**config.mk**
```make
export PLATFORM = sky130hd
export DESIGN_NAME = req_ack_master
export DESIGN_NICKNAME = d
export VERILOG_FILES = /design/src/rtl/req_ack_master.sv
export SDC_FILE = /design/constraint.sdc
export NUM_CORES = 1
export LEC_CHECK = 0
export BUFFER_PORTS_ARGS = -buffer_cell sky130_fd_sc_hd__buf_2
export CAP_MARGIN = 20
export CORE_MARGIN = 1
export CORE_UTILIZATION = 41
export CTS_BUF_LIST = sky130_fd_sc_hd__clkbuf_16
export DETAILED_ROUTE_END_ITERATION = 8
export GPL_TIMING_DRIVEN = 0
export PLACE_DENSITY_LB_ADDON = 0.25
export SKIP_LAST_GASP = 1
export SYNTH_ARGS = -nofsm -noshare
export SYNTH_HDL_FRONTEND = slang
export SYNTH_SLANG_ARGS = --single-unit
```
**constraint.sdc**
```tcl
create_clock -name clk -period 2.3 [get_ports clk]
set_clock_uncertainty 0.15 [all_clocks]
set_input_delay 0 -clock clk [delete_from_list [all_inputs] [get_ports clk]]
set_output_delay 0 -clock clk [all_outputs]
set_load 0.005 [all_outputs]
```
**src/rtl/req_ack_master.sv**
```systemverilog
// req_ack_master: writes a pattern over NUM_TXN words through a req/ack handshake, reads it back and counts mismatches
module req_ack_master #(
    parameter int N       = 0,
    parameter int NUM_TXN = 16
) (
    input  logic        clk,
    input  logic        rst,
    input  logic        ack,
    input  logic [31:0] rdata,
    output logic        req,
    output logic        cmd,
    output logic [31:0] wdata,
    output logic [31:0] addr,
    output logic        done,
    output logic [7:0]  err_cnt
);
    localparam logic [31:0] BASE = {N[3:0], 28'h0};
    localparam logic [31:0] PAT  = 32'hA5A5_A5A5;
    localparam logic [7:0]  LAST = 8'(NUM_TXN - 1);

    typedef enum logic [2:0] {IDLE, WRITE, GAP, READ, DONE} state_t;

    state_t      state, state_d;
    logic [7:0]  idx, idx_d, nidx, err_d;
    logic [31:0] addr_d, wdata_d;
    logic        req_d, cmd_d, done_d, pend, pend_d, last, miss;

    always_ff @(posedge clk or negedge rst) begin
        if (!rst) begin
            state   <= IDLE;
            req     <= 1'b0;
            cmd     <= 1'b0;
            addr    <= '0;
            wdata   <= '0;
            done    <= 1'b0;
            err_cnt <= '0;
            idx     <= '0;
            pend    <= 1'b0;
        end else begin
            state   <= state_d;
            req     <= req_d;
            cmd     <= cmd_d;
            addr    <= addr_d;
            wdata   <= wdata_d;
            done    <= done_d;
            err_cnt <= err_d;
            idx     <= idx_d;
            pend    <= pend_d;
        end
    end

    // addr still holds the read's address on the capture edge, so the expected pattern comes from it
    always_comb begin
        last    = idx == LAST;
        nidx    = last ? 8'd0 : idx + 8'd1;
        miss    = pend && rdata != (addr ^ PAT);
        err_d   = (miss && err_cnt != 8'hFF) ? err_cnt + 8'd1 : err_cnt;
        state_d = state;
        req_d   = req;
        cmd_d   = cmd;
        addr_d  = addr;
        wdata_d = wdata;
        idx_d   = idx;
        done_d  = done;
        pend_d  = 1'b0;
        case (state)
            IDLE: begin
                state_d = WRITE;
                req_d   = 1'b1;
                cmd_d   = 1'b1;
                idx_d   = '0;
                addr_d  = BASE;
                wdata_d = BASE ^ PAT;
            end
            WRITE, READ: begin
                if (req && ack) begin
                    req_d   = 1'b0;
                    pend_d  = !cmd;
                    state_d = GAP;
                end
            end
            GAP: begin
                if (!cmd && last) begin
                    state_d = DONE;
                    done_d  = 1'b1;
                end else begin
                    cmd_d   = cmd && !last;
                    state_d = cmd_d ? WRITE : READ;
                    req_d   = 1'b1;
                    idx_d   = nidx;
                    addr_d  = BASE + {22'd0, nidx, 2'b00};
                    wdata_d = cmd_d ? addr_d ^ PAT : '0;
                end
            end
            DONE: ;
            default: state_d = IDLE;
        endcase
    end
endmodule

```
==> metrics.log <==
[metrics] outcome: finished clean
[metrics] number of hold-slack violations in the final timing report: 0
[metrics] wire length of the first global-routing pass: 7107 microns
[metrics] Synth Area in XOR/XNOR: between 8 and 9%
[metrics] Worst Hold Launch: rdata[3]
[metrics] number of buffers inserted by port buffering: 73
[metrics] final cycle utilization of the critical path: 95.83%
[metrics] worst hold slack after final layout: ~150 ps
[metrics] startpoint of the lowest-slack register-to-register path: addr[7]
[metrics] FF+latch count, synth: 31
[metrics] GR met3 Demand/Resource: roughly 4.0%
[metrics] number of placed I/O pins: 110
[metrics] cell depth of the worst hold path: 6
[metrics] syn_area_per_cell: 9.551 sq um
[metrics] area share of the largest cell type after synthesis: a little under two fifths
[metrics] post-detailed-route DRC marker count: 0
[metrics] cells taking the most area after synthesis: dfrtp_1 38%, buf_4 18%, xor2_1 5.2%
[metrics] Min Clock Period, post-route: 2204 ps
[metrics] TritonCTS clock tree: done
[metrics] overall die width: 72.44 microns
[metrics] Simple-Gate Fraction of Synth Area: 19.68%
[metrics] Least-Margin Pin Slew: 678.4 ps
[metrics] total power divided by cell area: 950.4 mW/mm^2
[metrics] Area growth, synth to finish: 44.03%
[metrics] # setup viols final: 0
[metrics] Hold EP: err_cnt[6]
[metrics] startpoint type of the worst setup path: register
[metrics] total standard cell area after synthesis: between 0.002 and 0.0025 sq mm
[metrics] std cell rows: 25
[metrics] clock transition at the registers of the reported paths: 50 ps
[metrics] share of post-route cells with drive strength above 1: between 40% and 50%
[metrics] count of nets after finishing: 376
[metrics] CTS Root Cell: clkbuf_16
[metrics] post-DR vias/cell: 4.501
[metrics] number of synthesized flops with an enable pin: 0
[metrics] count of different cell masters after synthesis: 37
[metrics] placed standard-cell area: 0.002636 sq mm
[metrics] detailed-routing iteration count for the pre-antenna-repair pass: 4
[metrics] Synth Area in Adders: 2.460%
[metrics] number of clock buffers inserted by TritonCTS: 5
[metrics] antenna violations before repair: 0
[metrics] path depth of the worst reg2reg path: 9
[metrics] post-route total power: 2.785 mW
[metrics] routed via count: around 1800
[metrics] Post-Synthesis Cells: 213
[metrics] hold crit path type: input port to register
[metrics] max_slew headroom: 54.77%
[metrics] FMAX: 0.4537 GHz
[metrics] post-DP HPWL: approximately 3500 microns
[metrics] Std-Cell Core Area: 0.004755 sq mm
[metrics] Max Transition Viols Final: 0
[metrics] CP endpoint kind: register
[metrics] global-route usage over all layers: 17.85%
[metrics] maximum fanout encountered on the critical timing path: 7
[metrics] number of clock sinks: 31
[metrics] met2 track demand over resource: 32.29%
[metrics] met1 global-route usage: 20.60%
[metrics] initial standard-cell utilization of the core: 42.79%
[metrics] clock insertion delay at the later pin of the skew report: 270 ps
[metrics] internal reg-to-reg setup slack: roughly 96 ps
[metrics] antenna viol nets, final: 0
[metrics] unrepaired setup endpoints after global routing: true
[metrics] number of global-route vias before repair: 1629
[metrics] Final GP Congestion: 0.7829
[metrics] leakage power summed over all cells: 1.616 nW
[metrics] diodes inserted: 0
[metrics] iteration-0 DRC count of the detailed router: 89
[metrics] FF-to-FF End: wdata[5]
[metrics] overflow left after global routing: 0
[metrics] area of all placed cells without fillers: between 0.002 and 0.003 sq mm
[metrics] number of fill cells: 428
[metrics] min setup slack post-route: 95.90 ps
[metrics] final wirelength: 4746 microns
[metrics] crit path kind: register to register
[metrics] Warnings, synthesis: 0
[metrics] dominant combinational cell family by area after synthesis: simple AND/OR/NAND/NOR gates
[metrics] Most Crowded Layer GR: met2
[metrics] arrival time at the worst endpoint: 2190 ps
[metrics] compound-cell area share of the yosys netlist: between 10% and 20%
[metrics] y dimension of the die: 72.44 microns
[metrics] cell type contributing the most total cell area after synthesis: dfrtp_1
[metrics] highest ir drop seen on vdd: 434.8 uV
[metrics] count of H-tree levels built during CTS: 2
[metrics] data required time at the worst endpoint: approximately 2300 ps
[metrics] final core occ: 61.63%
[metrics] max-cap violations: 0
[metrics] pin count of the biggest net entering global routing: 32
[metrics] total die area: 0.005248 sq mm
[metrics] share of synthesized area spent on multiplexers: about 1.8%
[metrics] asr flop ratio synth: 100.0%
[metrics] Top FF cell, synth: dfrtp_1
[metrics] sequential-to-total area share from yosys stat: 38.13%
[metrics] placement-stage worst setup slack: -238.5 ps
[metrics] routed length per placed instance: 11.72 microns
[metrics] maximum count of clock buffers along a single path: 2
-- sequential cells by signal, summed over array words and instances (netlist names) --
register / cells
wdata: 9
addr: 8
err_cnt: 8
state: 3
done: 1
pend: 1
req: 1
-- how the worst max path moves through the flow --
stage | depth (start not counted) | from | slack (ps) | to
global route | 8 | addr[2] | -20 | addr[4]
detailed placement | 9 | addr[6] | -240 | wdata[5]
global placement | 7 | addr[6] | -220 | state[0]
CTS | 9 | addr[8] | 10 | wdata[5]
floorplan | 9 | addr[6] | 30 | wdata[5]
finish | 9 | addr[7] | 100 | wdata[5]
-- per-stage QoR --
stage | std cells | setup TNS, ps
after global placement | 388 | -2420
after detailed placement | 388 | -2799
final | 405 | 0
after global routing | 405 | -29.45
after floorplan | 248 | 0
after CTS | 400 | 0
-- critical path, cell delays in order, from the launching register on --
cell and delay (ps):
dfrtp_2 440, or4_4 570, nor2_4 170, ha_4 190
nand2_2 70, nand2_2 110, buf_8 120, a21oi_2 50
a21oi_1 140, a21oi_1 60
-- cells by family after synthesis --
logic type      after synthesis
simple gates                 67
other cells                   1
compound gates               32
buf+inv                      56
fa+ha+maj                     4
flops                        31
xor+xnor                     19
mux                           3
-- power by group --
part	switching [mW]	internal, mW
clock	0.214	0.387
combinational	0.582	0.662
sequential	0.215	0.725
total	1.01	1.77
-- per-layer routing --
| layer | wire length, microns | vias to the layer above |
|---|---|---|
| met5 | 0 | - |
| met2 | 2374 | 86 |
| met1 | 1949 | 831 |
| li1 | - | 899 |
| met3 | 367 | 7 |
| met4 | 53 | 0 |
-- placed cells by master (no fill, tap or decap), types with 2 or more instances in the layout --
master	Yosys	routed
nand3_1	4	3
nand4_1	4	4
buf_2	1	75
nand2b_1	2	2
o31ai_1	2	2
nand2_1	19	17
mux2_2	2	2
a22o_1	2	2
a21oi_1	7	6
inv_1	3	3
nor3_1	5	5
xor2_1	12	12
clkbuf_16	0	5
nand2_2	0	2
buf_4	48	53
xnor2_1	7	7
nor4bb_1	6	6
nor2_1	8	7
and3_1	9	9
conb_1	1	36
a32o_1	4	4
o21ai_0	13	13
dlygate4sd3_1	0	2
dfrtp_2	0	5
dfrtp_1	31	26
ha_2	0	2
clkinv_1	0	2
-- cell type report --
class	instances	area (sq um)	share of cell area, %
buffer	53	394.1	13.45
clock buffer	5	125.1	4.270
clock inverter	3	11.26	0.3843
inverter	3	11.26	0.3843
multi-input combinational	161	1069	36.46
sequential	31	782.0	26.69
tap	67	83.83	2.861
timing repair buffer	82	454.2	15.50
-- synth_stat cells, types with 4 or more instances --
master and instances:
a21oi_1 7, ha_1 4, dfrtp_1 31, buf_4 48
nor2_1 8, nor3_1 5, nand2_1 19, xnor2_1 7
nand3_1 4, nor4bb_1 6, nand4_1 4, and3_1 9
a32o_1 4, o21ai_0 13, xor2_1 12
-- what timing repair did --
item,CTS,global route
hold buffers,2,0
endpoints found under the hold margin,34,0
endpoints found under the setup margin,18,17
gates resized for setup,9,13
buffers inserted,2,5
pin swaps,1,4
Power figures use the tool's default switching activity.
